## src/rtl/vital_threshold_scheduler_pkg.sv

```systemverilog
// Shared types and constants for the vital-sign threshold scheduler:
// FSM encoding, datapath widths, threshold reset values and the debounce counter helper.
package vital_threshold_scheduler_pkg;

    typedef enum logic [1:0] {
        ST_IDLE   = 2'd0,
        ST_CMP_LO = 2'd1,
        ST_CMP_HI = 2'd2,
        ST_COMMIT = 2'd3
    } state_t;

    localparam int SAMPLE_W = 8;
    localparam int CH_IDX_W = 3;
    localparam int CNT_W    = 4;

    localparam logic [SAMPLE_W-1:0] TH_LOW_RST  = 8'h00;
    localparam logic [SAMPLE_W-1:0] TH_HIGH_RST = 8'hFF;

    function automatic logic [CNT_W-1:0] sat_inc(input logic [CNT_W-1:0] cnt,
                                                 input logic [CNT_W-1:0] limit);
        return (cnt >= limit) ? limit : cnt + 4'd1;
    endfunction

endpackage

```

## src/rtl/vital_threshold_scheduler_if.sv

```systemverilog
// Sample/config/alarm bus between the sensor front end, the alarm logic and the scheduler.
interface vital_threshold_scheduler_if
    import vital_threshold_scheduler_pkg::*;
#(
    parameter int NUM_CH = 4
) ();

    logic                         sampleValid;
    logic [NUM_CH*SAMPLE_W-1:0]   sampleVec;
    logic                         cfgWe;
    logic [CH_IDX_W-1:0]          cfgCh;
    logic [SAMPLE_W-1:0]          cfgLow;
    logic [SAMPLE_W-1:0]          cfgHigh;
    logic [NUM_CH-1:0]            alarmAck;
    logic                         busy;
    logic                         scanDone;
    logic [NUM_CH-1:0]            lowFlag;
    logic [NUM_CH-1:0]            highFlag;
    logic [NUM_CH-1:0]            alarm;

    modport master (
        output sampleValid, sampleVec, cfgWe, cfgCh, cfgLow, cfgHigh, alarmAck,
        input  busy, scanDone, lowFlag, highFlag, alarm
    );

    modport slave (
        input  sampleValid, sampleVec, cfgWe, cfgCh, cfgLow, cfgHigh, alarmAck,
        output busy, scanDone, lowFlag, highFlag, alarm
    );

endinterface

```

## src/rtl/vital_threshold_bank.sv

```systemverilog
// Per-channel low/high threshold register file; writes are accepted only while the scheduler is idle.
module vital_threshold_bank
    import vital_threshold_scheduler_pkg::*;
#(
    parameter int NUM_CH = 4
) (
    input  logic                clock,
    input  logic                resetN,
    input  logic                busy_i,
    input  logic                wr_en_i,
    input  logic [CH_IDX_W-1:0] wr_ch_i,
    input  logic [SAMPLE_W-1:0] wr_low_i,
    input  logic [SAMPLE_W-1:0] wr_high_i,
    input  logic [CH_IDX_W-1:0] rd_ch_i,
    output logic [SAMPLE_W-1:0] rd_low_o,
    output logic [SAMPLE_W-1:0] rd_high_o
);

    logic [SAMPLE_W-1:0] low_q  [NUM_CH];
    logic [SAMPLE_W-1:0] high_q [NUM_CH];

    // Threshold storage; an index outside the channel range matches no entry and is dropped.
    always_ff @(posedge clock or negedge resetN) begin
        if (!resetN) begin
            for (int i = 0; i < NUM_CH; i++) begin
                low_q[i]  <= TH_LOW_RST;
                high_q[i] <= TH_HIGH_RST;
            end
        end else begin
            for (int i = 0; i < NUM_CH; i++) begin
                if (wr_en_i && !busy_i && (wr_ch_i == CH_IDX_W'(i))) begin
                    low_q[i]  <= wr_low_i;
                    high_q[i] <= wr_high_i;
                end
            end
        end
    end

    // Read mux for the channel whose operands are loaded next.
    always_comb begin
        rd_low_o  = TH_LOW_RST;
        rd_high_o = TH_HIGH_RST;
        for (int i = 0; i < NUM_CH; i++) begin
            rd_low_o  = (rd_ch_i == CH_IDX_W'(i)) ? low_q[i]  : rd_low_o;
            rd_high_o = (rd_ch_i == CH_IDX_W'(i)) ? high_q[i] : rd_high_o;
        end
    end

endmodule

```

## src/rtl/vital_threshold_scheduler.sv

```systemverilog
// Time-shares one external magnitude comparator across NUM_CH vital-sign channels,
// debouncing out-of-range readings into latched per-channel alarms.
module vital_threshold_scheduler
    import vital_threshold_scheduler_pkg::*;
#(
    parameter int NUM_CH  = 4,
    parameter int PERSIST = 3
) (
    input  logic                   clock,
    input  logic                   resetN,
    vital_threshold_scheduler_if.slave bus,
    output logic [SAMPLE_W-1:0]    cmpP,
    output logic [SAMPLE_W-1:0]    cmpQ,
    input  logic                   cmpLess,
    input  logic                   cmpEqual,
    input  logic                   cmpGreater
);

    state_t                      state_q;
    logic [CH_IDX_W-1:0]         ch_q;
    logic [CH_IDX_W-1:0]         rd_ch_d;
    logic [NUM_CH*SAMPLE_W-1:0]  sample_q;
    logic [NUM_CH*SAMPLE_W-1:0]  sample_src_s;
    logic [SAMPLE_W-1:0]         next_sample_d;
    logic [SAMPLE_W-1:0]         th_low_s;
    logic [SAMPLE_W-1:0]         th_high_s;
    logic [SAMPLE_W-1:0]         cmp_p_q;
    logic [SAMPLE_W-1:0]         cmp_q_q;
    logic [NUM_CH-1:0]           low_viol_q;
    logic [NUM_CH-1:0]           high_viol_q;
    logic [NUM_CH-1:0]           viol_s;
    logic [NUM_CH-1:0]           low_flag_q;
    logic [NUM_CH-1:0]           high_flag_q;
    logic [NUM_CH-1:0]           alarm_q;
    logic [CNT_W-1:0]            cnt_q     [NUM_CH];
    logic [CNT_W-1:0]            cnt_inc_s [NUM_CH];
    logic                        busy_q;
    logic                        scan_done_q;
    logic                        last_ch_s;

    assign last_ch_s    = (ch_q == CH_IDX_W'(NUM_CH - 1));
    assign sample_src_s = (state_q == ST_IDLE) ? bus.sampleVec : sample_q;
    assign viol_s       = low_viol_q | high_viol_q;

    vital_threshold_bank #(.NUM_CH(NUM_CH)) u_bank (
        .clock     (clock),
        .resetN    (resetN),
        .busy_i    (busy_q),
        .wr_en_i   (bus.cfgWe),
        .wr_ch_i   (bus.cfgCh),
        .wr_low_i  (bus.cfgLow),
        .wr_high_i (bus.cfgHigh),
        .rd_ch_i   (rd_ch_d),
        .rd_low_o  (th_low_s),
        .rd_high_o (th_high_s)
    );

    // Channel whose operands get loaded at the coming edge; never steps past the last channel.
    always_comb begin
        rd_ch_d = '0;
        case (state_q)
            ST_CMP_LO: rd_ch_d = ch_q;
            ST_CMP_HI: rd_ch_d = last_ch_s ? '0 : ch_q + CH_IDX_W'(1);
            default:   rd_ch_d = '0;
        endcase
    end

    // Sample byte for that channel plus the saturating counter candidates.
    always_comb begin
        next_sample_d = '0;
        for (int i = 0; i < NUM_CH; i++) begin
            next_sample_d = (rd_ch_d == CH_IDX_W'(i)) ? sample_src_s[i*SAMPLE_W +: SAMPLE_W]
                                                      : next_sample_d;
            cnt_inc_s[i]  = sat_inc(cnt_q[i], CNT_W'(PERSIST));
        end
    end

    // Scan FSM: operands are registered one edge ahead so the comparator result is valid in-state.
    always_ff @(posedge clock or negedge resetN) begin
        if (!resetN) begin
            state_q     <= ST_IDLE;
            ch_q        <= '0;
            sample_q    <= '0;
            cmp_p_q     <= '0;
            cmp_q_q     <= '0;
            low_viol_q  <= '0;
            high_viol_q <= '0;
            low_flag_q  <= '0;
            high_flag_q <= '0;
            alarm_q     <= '0;
            busy_q      <= 1'b0;
            scan_done_q <= 1'b0;
            for (int i = 0; i < NUM_CH; i++) begin
                cnt_q[i] <= '0;
            end
        end else begin
            scan_done_q <= 1'b0;
            for (int i = 0; i < NUM_CH; i++) begin
                if (bus.alarmAck[i] && (cnt_q[i] == CNT_W'(0))) begin
                    alarm_q[i] <= 1'b0;
                end
            end
            case (state_q)
                ST_IDLE: begin
                    if (bus.sampleValid) begin
                        sample_q <= bus.sampleVec;
                        ch_q     <= '0;
                        cmp_p_q  <= next_sample_d;
                        cmp_q_q  <= th_low_s;
                        busy_q   <= 1'b1;
                        state_q  <= ST_CMP_LO;
                    end
                end
                ST_CMP_LO: begin
                    // Equality with a threshold is in range even if the comparator glitches both bits.
                    for (int i = 0; i < NUM_CH; i++) begin
                        if (ch_q == CH_IDX_W'(i)) begin
                            low_viol_q[i] <= cmpLess & ~cmpEqual;
                        end
                    end
                    cmp_q_q <= th_high_s;
                    state_q <= ST_CMP_HI;
                end
                ST_CMP_HI: begin
                    for (int i = 0; i < NUM_CH; i++) begin
                        if (ch_q == CH_IDX_W'(i)) begin
                            high_viol_q[i] <= cmpGreater & ~cmpEqual;
                        end
                    end
                    if (last_ch_s) begin
                        cmp_p_q     <= '0;
                        cmp_q_q     <= '0;
                        scan_done_q <= 1'b1;
                        state_q     <= ST_COMMIT;
                    end else begin
                        ch_q    <= ch_q + CH_IDX_W'(1);
                        cmp_p_q <= next_sample_d;
                        cmp_q_q <= th_low_s;
                        state_q <= ST_CMP_LO;
                    end
                end
                ST_COMMIT: begin
                    low_flag_q  <= low_viol_q;
                    high_flag_q <= high_viol_q;
                    // Both bounds violated (low > high) still counts as one violating scan.
                    for (int i = 0; i < NUM_CH; i++) begin
                        if (viol_s[i]) begin
                            cnt_q[i] <= cnt_inc_s[i];
                            if (cnt_inc_s[i] == CNT_W'(PERSIST)) begin
                                alarm_q[i] <= 1'b1;
                            end
                        end else begin
                            cnt_q[i] <= '0;
                        end
                    end
                    busy_q  <= 1'b0;
                    state_q <= ST_IDLE;
                end
                default: begin
                    busy_q  <= 1'b0;
                    state_q <= ST_IDLE;
                end
            endcase
        end
    end

    assign cmpP         = cmp_p_q;
    assign cmpQ         = cmp_q_q;
    assign bus.busy     = busy_q;
    assign bus.scanDone = scan_done_q;
    assign bus.lowFlag  = low_flag_q;
    assign bus.highFlag = high_flag_q;
    assign bus.alarm    = alarm_q;

endmodule

```

## src/flat_wrapper.sv

```systemverilog
// flat-port wrapper written by rule: the top's interface ports become plain ports
module vital_threshold_scheduler_flat import vital_threshold_scheduler_pkg::*;
#(
    parameter int NUM_CH  = 4,
    parameter int PERSIST = 3
)
  (clock, resetN, cmpP, cmpQ, cmpLess, cmpEqual, cmpGreater, bus_sampleValid, bus_sampleVec, bus_cfgWe, bus_cfgCh, bus_cfgLow, bus_cfgHigh, bus_alarmAck, bus_busy, bus_scanDone, bus_lowFlag, bus_highFlag, bus_alarm);
  vital_threshold_scheduler_if #(.NUM_CH(NUM_CH)) bus_i ();
  input  logic clock;
  input  logic resetN;
  output logic [SAMPLE_W-1:0] cmpP;
  output logic [SAMPLE_W-1:0] cmpQ;
  input  logic cmpLess;
  input  logic cmpEqual;
  input  logic cmpGreater;
  input wire logic [$bits(bus_i.sampleValid)-1:0] bus_sampleValid;
  input wire logic [$bits(bus_i.sampleVec)-1:0] bus_sampleVec;
  input wire logic [$bits(bus_i.cfgWe)-1:0] bus_cfgWe;
  input wire logic [$bits(bus_i.cfgCh)-1:0] bus_cfgCh;
  input wire logic [$bits(bus_i.cfgLow)-1:0] bus_cfgLow;
  input wire logic [$bits(bus_i.cfgHigh)-1:0] bus_cfgHigh;
  input wire logic [$bits(bus_i.alarmAck)-1:0] bus_alarmAck;
  output wire logic [$bits(bus_i.busy)-1:0] bus_busy;
  output wire logic [$bits(bus_i.scanDone)-1:0] bus_scanDone;
  output wire logic [$bits(bus_i.lowFlag)-1:0] bus_lowFlag;
  output wire logic [$bits(bus_i.highFlag)-1:0] bus_highFlag;
  output wire logic [$bits(bus_i.alarm)-1:0] bus_alarm;
  assign bus_i.sampleValid = bus_sampleValid;
  assign bus_i.sampleVec = bus_sampleVec;
  assign bus_i.cfgWe = bus_cfgWe;
  assign bus_i.cfgCh = bus_cfgCh;
  assign bus_i.cfgLow = bus_cfgLow;
  assign bus_i.cfgHigh = bus_cfgHigh;
  assign bus_i.alarmAck = bus_alarmAck;
  assign bus_busy = bus_i.busy;
  assign bus_scanDone = bus_i.scanDone;
  assign bus_lowFlag = bus_i.lowFlag;
  assign bus_highFlag = bus_i.highFlag;
  assign bus_alarm = bus_i.alarm;
  vital_threshold_scheduler #(.NUM_CH(NUM_CH), .PERSIST(PERSIST)) u_core (.clock(clock), .resetN(resetN), .bus(bus_i), .cmpP(cmpP), .cmpQ(cmpQ), .cmpLess(cmpLess), .cmpEqual(cmpEqual), .cmpGreater(cmpGreater));
endmodule
```

## config.mk

```make
export PLATFORM = sky130hd
export DESIGN_NAME = vital_threshold_scheduler_flat
export DESIGN_NICKNAME = d
export VERILOG_FILES = /design/src/rtl/vital_threshold_scheduler_pkg.sv /design/src/rtl/vital_threshold_scheduler_if.sv /design/src/rtl/vital_threshold_bank.sv /design/src/rtl/vital_threshold_scheduler.sv /design/src/flat_wrapper.sv
export SDC_FILE = /design/constraint.sdc
export NUM_CORES = 1
export LEC_CHECK = 0
export ABC_AREA = 1
export CORE_ASPECT_RATIO = 1.1
export CORE_MARGIN = 2
export CORE_UTILIZATION = 49
export DETAILED_ROUTE_END_ITERATION = 8
export PLACE_DENSITY = 0.73
export SLEW_MARGIN = 20
export SYNTH_ARGS = -nofsm -noshare
export SYNTH_HDL_FRONTEND = slang
export SYNTH_HIERARCHICAL = 1
export SYNTH_SLANG_ARGS = --single-unit
```

## constraint.sdc

```tcl
create_clock -name clock -period 5.91 [get_ports clock]
set_clock_uncertainty 0.15 [all_clocks]
set_input_delay 1.182 -clock clock [delete_from_list [all_inputs] [get_ports clock]]
set_output_delay 1.182 -clock clock [all_outputs]
set_load 0.005 [all_outputs]
```

==> results of run 1 <==
## flip-flops by register name, summed over array words and instances, names as in the netlist, 8 cells and up
| signal | count |
|---|---|
| u_core/cmpP | 8 |
| u_core/cmpQ | 8 |
| u_core/cnt_q | 16 |
| u_core/sample_q | 32 |
| u_core/u_bank/high_q | 32 |
| u_core/u_bank/low_q | 32 |
## layout by cell type, fill, tap and decap left out, types with 3 or more instances in the layout
| cell | count |
|---|---|
| inv_2 | 9 |
| nand2_4 | 4 |
| nand3b_1 | 12 |
| bufinv_16 | 3 |
| a21oi_1 | 16 |
| clkbuf_8 | 4 |
| nand4_1 | 27 |
| o21bai_1 | 4 |
| o211ai_1 | 8 |
| nor2_2 | 6 |
| clkbuf_1 | 4 |
| o41ai_1 | 3 |
| buf_4 | 3 |
| o21ai_0 | 134 |
| nand2_2 | 5 |
| ha_1 | 18 |
| nor4_1 | 3 |
| nor2_1 | 45 |
| clkinv_2 | 3 |
| inv_1 | 93 |
| dfrtp_1 | 123 |
| clkbuf_16 | 17 |
| nand2_1 | 289 |
| o22ai_1 | 5 |
| nand3_1 | 39 |
| clkdlybuf4s50_1 | 90 |
| dfstp_2 | 32 |
## path summary, 6_finish.rpt
path | slack, ns | endpoint | cells after the start
max | 2.56 | u_core/cmpQ[0] | 13
min | 0.33 | u_core/bus.lowFlag[3] | 2
max reg2reg | 2.56 | u_core/cmpQ[0] | 13
min reg2reg | 0.33 | u_core/bus.lowFlag[3] | 2
max in group asynchronous | 3.98 | u_core/cnt_q[1] | 2
min in group asynchronous | 0.61 | u_core/sample_q[7] | 1
## stage by stage
step	hold WS (ns)	instances	power, mW
2_1_floorplan	0.299	933	3.26
3_3_place_gp	0.309	1182	3.82
3_5_place_dp	0.310	1182	3.89
4_1_cts	0.325	1214	5.03
5_1_grt	0.352	1214	5.44
6_report	0.326	1214	5.02
## cells by family after synthesis
logic type	Yosys count	share of synthesized area [%]
compound gates	178	12.7
fa+ha+maj	18	2.95
simple gates	437	25.0
buf+inv	145	8.12
flops	155	51.2
## Yosys cell counts, types with 5 or more instances
master,number
a21oi_1,16
buf_2,19
buf_6,5
clkbuf_1,10
dfrtp_1,123
dfstp_2,32
ha_1,18
inv_1,93
inv_2,9
nand2_1,291
nand3_1,41
nand3b_1,12
nand4_1,27
nor2_1,45
nor2_2,6
o211ai_1,8
o21ai_0,134
o22ai_1,5
## layout make-up
class / instances / area, µm²
Clock inverter: 7 / 113
Clock buffer: 25 / 495
Tap cell: 196 / 245
Multi-Input combinational cell: 633 / 3120
Fill cell: 1335 / 5950
Inverter: 104 / 390
Sequential cell: 155 / 3920
Timing Repair Buffer: 94 / 935
## routing by layer
layer | vias up | share of wire (%) | GRT usage, %
li1 | 3154 | - | -
met1 | 3038 | 47 | 31.8
met2 | 168 | 47 | 35.4
met3 | 26 | 4.6 | 5.32
met4 | 0 | 1.7 | 7.39
met5 | - | 0 | 0
## worst register-to-register path: stages (launching register included)
cell and delay (ns):
dfrtp_1 0.44, ha_1 0.24, ha_1 0.22, inv_1 0.10, nand3_1 0.09, nand2_1 0.10
nand2_2 0.23, inv_2 0.66, inv_2 0.33, nand3b_1 0.19, nand2_1 0.06, o21bai_1 0.19
a22oi_1 0.12, o21ai_0 0.15
## power breakdown
| part | switching, mW | leakage, nW | internal (mW) |
|---|---|---|---|
| clock network | 0.414 | 0.297 | 0.707 |
| logic | 1.26 | 2.30 | 0.789 |
| registers | 0.259 | 1.88 | 1.59 |
==> run metrics, run 1 <==
Cell Area, Synth ~7600 µm²; Top delay family on crit path buffers and inverters; row count 47; largest cells by area after synthesis dfrtp_1, nand2_1, dfstp_2; gr usage total between 20 and 25%; I/O pin cnt 92; Max IR drop VDD between 0.0003 and 0.0004 V; Root Buffer clkbuf_16; initial drt markers about 540; routed vias/inst around 5.3; CP Class reg -> reg; Critical Path AT between 3 and 4 ns; worst slew pin tran 0.898 ns; Slew HR about 40%; final hold violation count 0; Reg-to-Reg Start u_core/ch_q[0]; initial antenna violation count 0; slowest stage delay, CP ~0.66 ns; CP startpoint u_core/ch_q[0]; Crit Path Max Fanout 36; die width 123 µm; Worst setup EP type flip-flop; grt total ovfl 0; PostCTS Resize Cnt 0; Final Critical Period 3.35 ns; crit share post-route 56.7%; Final ANT Viol Nets 0; power per cell area 544 nW/µm²; Core ar. 15200 µm²; Max Freq 299 MHz; Util after Layout 60.8%; first-pass GRT wire length 29.8 mm; total number of yosys warnings 6; RSZ-0062 raised after global routing no; drt total wl 17.6 mm; routed vias approximately 6400; sequential element share of the synthesized area between 50% and 60%; DIE HEIGHT around 140 µm; final net count 1085; Mapped Cells 933; largest net degree at the start of global routing 65; number of global-route vias before repair between 6000 and 7000; Sink Count around 160; WP buf/inv 3; Clock Pin Slew Worst Setup and Hold Paths 0.06 ns; CTS Buf Count 17; Max Cap Violations 0; clock tree buffer depth 2; CTS tree built; pre-CTS WS around 2.4 ns; PortBufs 91; synthesized flop and latch total 155; DP Area 8600 µm²; Yosys top cell area share 40.2%; Area Overhead vs Synth 20.6%; drt pass-1 iters 6; WL per Instance between 10 and 15 µm; H-tree Lvls 4; Syn Nets 1013; worst setup margin 2.56 ns; CP Launch Type flip-flop; critical-path cell list ha_1 -> ha_1 -> inv_1 -> nand3_1 -> nand2_1 -> nand2_2 -> inv_2 -> inv_2 -> nand3b_1 -> nand2_1 -> o21bai_1 -> a22oi_1 -> o21ai_0; final setup TNS 0 ns; Static Leak 4.47 nW; cts hold-fix bufs 0; final instance area 9220 µm²; WP data required 6.11 ns; die footprint 16600 µm²; asr flop ratio synth between 90% and 100%; Placer Congestion 0.851; outcome finished clean; CP max stage cell inv_2; Post-synth EDFFs 0; Initial Util 50.4%; number of library cell types mapped by synthesis 35; layout cell share with drive strength beyond 1 9.72%; Skew-Pair Late Insertion Delay 0.43 ns; ys flop type dfrtp_1; Hold WC Path Type reg -> reg; ANT cells 0; dpl hpwl 11.6 mm; syn avg cell area between 8 and 9 µm²; Post-CTS Setup Inserts 0; Final Setup Violations 0; post-synth top area cell dfrtp_1; worst hold start u_core/bus.lowFlag[3]; max-slew violation count 0; DRC 0
Power figures use the tool's default switching activity.
==> inputs of run 2 (changes only) <==
- clock period: 5.91 -> 3.36 ns (I/O delays scaled with it)
==> run 2 against run 1 <==
  * Count of clock-buffer cells in the layout decreased by 5
  * Combinational power increased by 78%
  * Routed wire length increased by 0.76%
  * Die area unchanged
  * Sequential share of layout area decreased by 0.57 points
  * Largest cell class unchanged
  * Highest routed layer unchanged
==> run metrics, run 2 (synthesis gave the netlist of run 1 again) <==
WP data required 3.56 ns (-2.55 ns); Root Buffer clkbuf_16; number of global-route vias before repair 6124 (-0.58%); largest net degree at the start of global routing 76 (+17%); grt total ovfl 0 (unchanged); final setup TNS 0 ns (unchanged); H-tree Lvls 4 (unchanged); final net count 1096 (+1.0%); DIE HEIGHT 135 µm (unchanged); Top Registers u_core/sample_q x32, u_core/u_bank/high_q x32, u_core/u_bank/low_q x32; met2 wire len 8.26 mm (-0.40%); power per cell area 966 nW/µm² (+77%); Max IR drop VDD 0.000473 V (+57%); Crit Path Max Fanout 18 (-50%); PortBufs 91 (unchanged); slowest stage delay, CP 0.49 ns (-0.17 ns); drt total wl 17.7 mm (+0.76%); Skew-Pair Late Insertion Delay 0.43 ns (about the same); Top Metal Used met4; WP buf/inv 3 (unchanged); PostCTS Resize Cnt 0 (unchanged); Filler Cells Inserted 1360 (+1.9%); Worst R2R Path Depth 13 (unchanged); Worst setup EP type flip-flop; met1 WL 8.30 mm (+1.2%); CP Class reg -> reg; Max Cap Violations 0 (unchanged); outcome finished clean; crit share post-route 90.8% (+34 points); Core ar. 15200 µm² (unchanged); first-pass GRT wire length 29.8 mm (about the same); initial antenna violation count 0 (unchanged); critical-path cell list ha_1 -> ha_1 -> inv_1 -> nand3_1 -> nand2_1 -> nand2_2 -> inv_2 -> buf_4 -> nor3_2 -> nand2_1 -> nand4_1 -> nand2_1 -> a21oi_1; metal3 WL 827 µm (+2.4%); Post-CTS Setup Inserts 0 (unchanged); worst slew pin tran 0.889 ns (-0.00881 ns); final hold violation count 0 (unchanged); FF+latch area 3920 µm² (unchanged); Slew HR 40.7% (+0.59 points); Final ANT Viol Nets 0 (unchanged); Max Freq 328 MHz (+9.8%); clock tree buffer depth 2 (unchanged); ANT cells 0 (unchanged); dpl hpwl 12.1 mm (+4.3%); number of non-filler instances in the completed layout 1225 (+0.91%); DP Cell Count 1193 (+0.93%); CTS Buf Count 17 (unchanged); CP Launch Type flip-flop; Clock Pin Slew Worst Setup and Hold Paths 0.06 ns (about the same); drt pass-1 iters 5 (-1); DRC 0 (unchanged); I/O pin cnt 92 (unchanged); cts hold-fix bufs 0 (unchanged); initial drt markers 397 (-27%); Multi-input gate area 3110 µm² (-0.48%); Reg2Reg Setup Slack 0.31 ns (-2.25 ns); commonest non-fill, non-tap cell in the layout nand2_1; routed vias/inst 5.26 (about the same); row count 47 (unchanged); die width 123 µm (unchanged); RSZ-0062 raised after global routing no; max-slew violation count 0 (unchanged); Critical Path AT 3.25 ns (-0.30 ns); most frequent cells in the layout nand2_1, o21ai_0, dfrtp_1; die footprint 16600 µm² (unchanged); Initial Util 50.4% (unchanged); Area Overhead vs Synth 22.2%; Top delay family on crit path simple AND/OR/NAND/NOR gates; WL per Instance 14.5 µm (-0.15%); Placer Congestion 0.852 (+0.13%); CP max stage cell nor3_2; Sink Count 155 (unchanged); layout cell share with drive strength beyond 1 10.5% (+0.77 points); Final Setup Violations 0 (unchanged); Static Leak 4.55 nW (+1.6%); gr usage total 23.0% (+0.12 points); Hold WC Path Type in -> async; Final Critical Period 3.05 ns (-0.298 ns); critical path depth 13 (unchanged); CTS tree built; total power 9.03 mW (+80%); routed vias 6448 (+0.97%); Util after Layout 61.6% (+0.82 points); CP most frequent cell nand2_1
## run 2: cell count changes in the layout (fill, tap and decap cells not counted), sizes merged
| cell | before | now |
|---|---|---|
| inv | 102 | 103 |
| clkbuf | 25 | 20 |
| buf | 4 | 15 |
| bufinv | 3 | 5 |
| clkinvlp | 1 | 2 |
| clkinv | 5 | 6 |
## run 2: final cells by class
class	instances	area share (%)
timing repair buffer	105	11.2
inverter	104	4.18
sequential	155	41.9
tap	196	2.62
clock buffer	20	4.78
clock inverter	12	2.08
multi-input combinational	633	33.3
## run 2: path summary, 6_finish.rpt
kind	start	to
setup / recovery	u_core/ch_q[0]	u_core/cmpQ[5]
hold / removal	resetN	u_core/u_bank/low_q[16]
setup reg to reg	u_core/ch_q[0]	u_core/cmpQ[5]
hold reg to reg	u_core/bus.highFlag[2]	u_core/bus.highFlag[2]
max in group asynchronous	resetN	u_core/u_bank/high_q[1]
min in group clock	u_core/bus.highFlag[2]	u_core/bus.highFlag[2]
## run 2: routing by layer
| metal | GRT usage [%] | up-vias |
|---|---|---|
| met5 | 0 | - |
| met4 | 8.46 | 0 |
| met3 | 4.31 | 34 |
| met2 | 35.5 | 167 |
| met1 | 32.4 | 3067 |
| li1 | - | 3180 |
## run 2: worst register-to-register path, stage by stage, from the launching register on
cell	delay, ns
dfrtp_1	0.43
ha_1	0.20
ha_1	0.21
inv_1	0.08
nand3_1	0.09
nand2_1	0.07
nand2_2	0.28
inv_2	0.21
buf_4	0.24
nor3_2	0.49
nand2_1	0.15
nand4_1	0.12
nand2_1	0.06
a21oi_1	0.18
## run 2: through the flow
stage	setup WS, ns	hold slack, ns	cell area [µm²]
after detailed placement	0.430	0.314	8700
after CTS	0.376	0.150	9350
after floorplan	0.769	0.226	7650
after global placement	0.527	0.312	8700
final	0.310	0.107	9350
after global routing	0.126	0.172	9350
## run 2: report_power, final
group          switching [mW]  internal (mW)
combinational            2.19           1.44
clock                   0.767           1.33
sequential              0.492           2.81
total                    3.45           5.58
==> inputs of run 3 (changes only) <==
- CORE_MARGIN: 2 -> unset
==> run 3 against run 2 <==
  * Global-route usage barely moved
  * Sequential power is essentially flat
  * Register-to-register slack improved by 0.04 ns
  * Routed wire length shrank 2.9%
  * Power is 1.2% higher
  * Via count decreased by 1.0%
  * Largest cell class unchanged
  * Highest routed layer unchanged
==> run metrics, run 3 (synthesis gave the netlist of run 1 again) <==
worst slew pin tran 0.663 ns (-0.225 ns); Root Buffer clkbuf_16; Initial Util 50.4% (unchanged); row count 47 (unchanged); drt pass-1 iters 5 (unchanged); Area Overhead vs Synth 22.9%; largest net degree at the start of global routing 73 (-3.9%); die footprint 16100 µm² (-3.1%); Critical Path AT 3.20 ns (-0.05 ns); most frequent cells in the layout nand2_1, o21ai_0, dfrtp_1; Max Freq 332 MHz (+1.3%); WP data required 3.54 ns (-0.02 ns); Worst R2R Path Depth 13 (unchanged); commonest non-fill, non-tap cell in the layout nand2_1; initial antenna violation count 0 (unchanged); Final Critical Period 3.01 ns (-0.0380 ns); Slew HR 55.8% (+15 points); slowest stage delay, CP 0.50 ns (about the same); clock tree buffer depth 2 (unchanged); Top delay family on crit path simple AND/OR/NAND/NOR gates; grt total ovfl 0 (unchanged); final hold violation count 0 (unchanged); Static Leak 4.57 nW (+0.46%); number of non-filler instances in the completed layout 1225 (unchanged); PortBufs 91 (unchanged); first-pass GRT wire length 29.0 mm (-2.7%); Post-CTS Setup Inserts 0 (unchanged); drt total wl 17.2 mm (-2.9%); dpl hpwl 11.7 mm (-3.3%); gr usage total 23.0% (+0.038 points); die width 121 µm (-1.6%); WL per Instance 14.1 µm (-2.9%); crit share post-route 89.6% (-1.1 points); final net count 1096 (unchanged); DP Cell Count 1193 (unchanged); Clock Pin Slew Worst Setup and Hold Paths 0.06 ns (about the same); PostCTS Resize Cnt 0 (unchanged); CP max stage cell nor3_2; Skew-Pair Late Insertion Delay 0.43 ns (about the same); DIE HEIGHT 133 µm (-1.5%); number of global-route vias before repair 6055 (-1.1%); Top Registers u_core/sample_q x32, u_core/u_bank/high_q x32, u_core/u_bank/low_q x32; Final ANT Viol Nets 0 (unchanged); DRC 0 (unchanged); Crit Path Max Fanout 26 (+8); WP buf/inv 3 (unchanged); power per cell area 972 nW/µm² (+0.66%); routed vias 6382 (-1.0%); Reg2Reg Setup Slack 0.35 ns (+0.04 ns); cts hold-fix bufs 0 (unchanged); Max Cap Violations 0 (unchanged); ANT cells 0 (unchanged); reg2reg end u_core/cmpQ[0]; Max IR drop VDD 0.000518 V (+9.3%); Placer Congestion 0.841 (-1.3%); RSZ-0062 raised after global routing no; CP Launch Type flip-flop; Sink Count 155 (unchanged); I/O pin cnt 92 (unchanged); Worst setup EP type flip-flop; layout cell share with drive strength beyond 1 10.6% (+0.097 points); Util after Layout 61.9% (+0.35 points); H-tree Lvls 4 (unchanged); CTS Buf Count 17 (unchanged); Reg-to-Reg Start u_core/ch_q[0]; CP Class reg -> reg; routed vias/inst 5.21 (-1.0%); outcome finished clean; CTS tree built; initial drt markers 442 (+11%); Core ar. 15200 µm² (unchanged); Hold WC Path Type in -> async; final setup TNS 0 ns (unchanged); critical-path cell list ha_1 -> ha_1 -> inv_1 -> nand3_1 -> nand2_1 -> nand2_2 -> inv_2 -> buf_12 -> nor3_2 -> nand2_1 -> nand4_1 -> a22oi_1 -> o21ai_0; max-slew violation count 0 (unchanged); Final Setup Violations 0 (unchanged)
==> run 3: power breakdown <==
part	internal, mW	switching [mW]
Combinational	1.44	2.19
Clock	1.47	0.749
Sequential	2.80	0.478
Total	5.72	3.42
==> run 3: worst max-delay path by stage <==
| stage | cells past startpoint | slack [ns] | start | to |
|---|---|---|---|---|
| CTS | 13 | 0.39 | u_core/ch_q[0] | u_core/cmpQ[0] |
| global route | 14 | 0.12 | u_core/ch_q[0] | u_core/cmpQ[0] |
| floorplan | 15 | 0.77 | u_core/ch_q[0] | u_core/cmpQ[0] |
| detailed placement | 13 | 0.39 | u_core/ch_q[0] | u_core/cmpQ[0] |
| finish | 13 | 0.35 | u_core/ch_q[0] | u_core/cmpQ[0] |
| global placement | 13 | 0.53 | u_core/ch_q[0] | u_core/cmpQ[0] |
==> run 3: area by class of cell <==
class | count | area (µm²)
Tap cell | 196 | 245
Multi-Input combinational cell | 633 | 3110
Clock buffer | 22 | 484
Inverter | 104 | 390
Fill cell | 1320 | 5770
Sequential cell | 155 | 3920
Clock inverter | 10 | 209
Timing Repair Buffer | 105 | 1040
==> run 3: stage by stage <==
stage | power (mW) | hold slack [ns] | area (µm²) | setup slack, ns
final | 9.14 | 0.126 | 9400 | 0.348
after global routing | 9.84 | 0.166 | 9400 | 0.119
after CTS | 9.17 | 0.125 | 9400 | 0.393
after detailed placement | 6.90 | 0.314 | 8700 | 0.392
after global placement | 6.80 | 0.308 | 8700 | 0.526
after floorplan | 5.74 | 0.226 | 7650 | 0.769
==> run 3: layer usage <==
| layer | wire, µm | GRT usage (%) | up-vias |
|---|---|---|---|
| met2 | 7910 | 35.3 | 189 |
| li1 | - | - | 3188 |
| met5 | 0 | 0 | - |
| met4 | 233 | 7.27 | 0 |
| met3 | 925 | 4.91 | 22 |
| met1 | 8160 | 32.5 | 2983 |
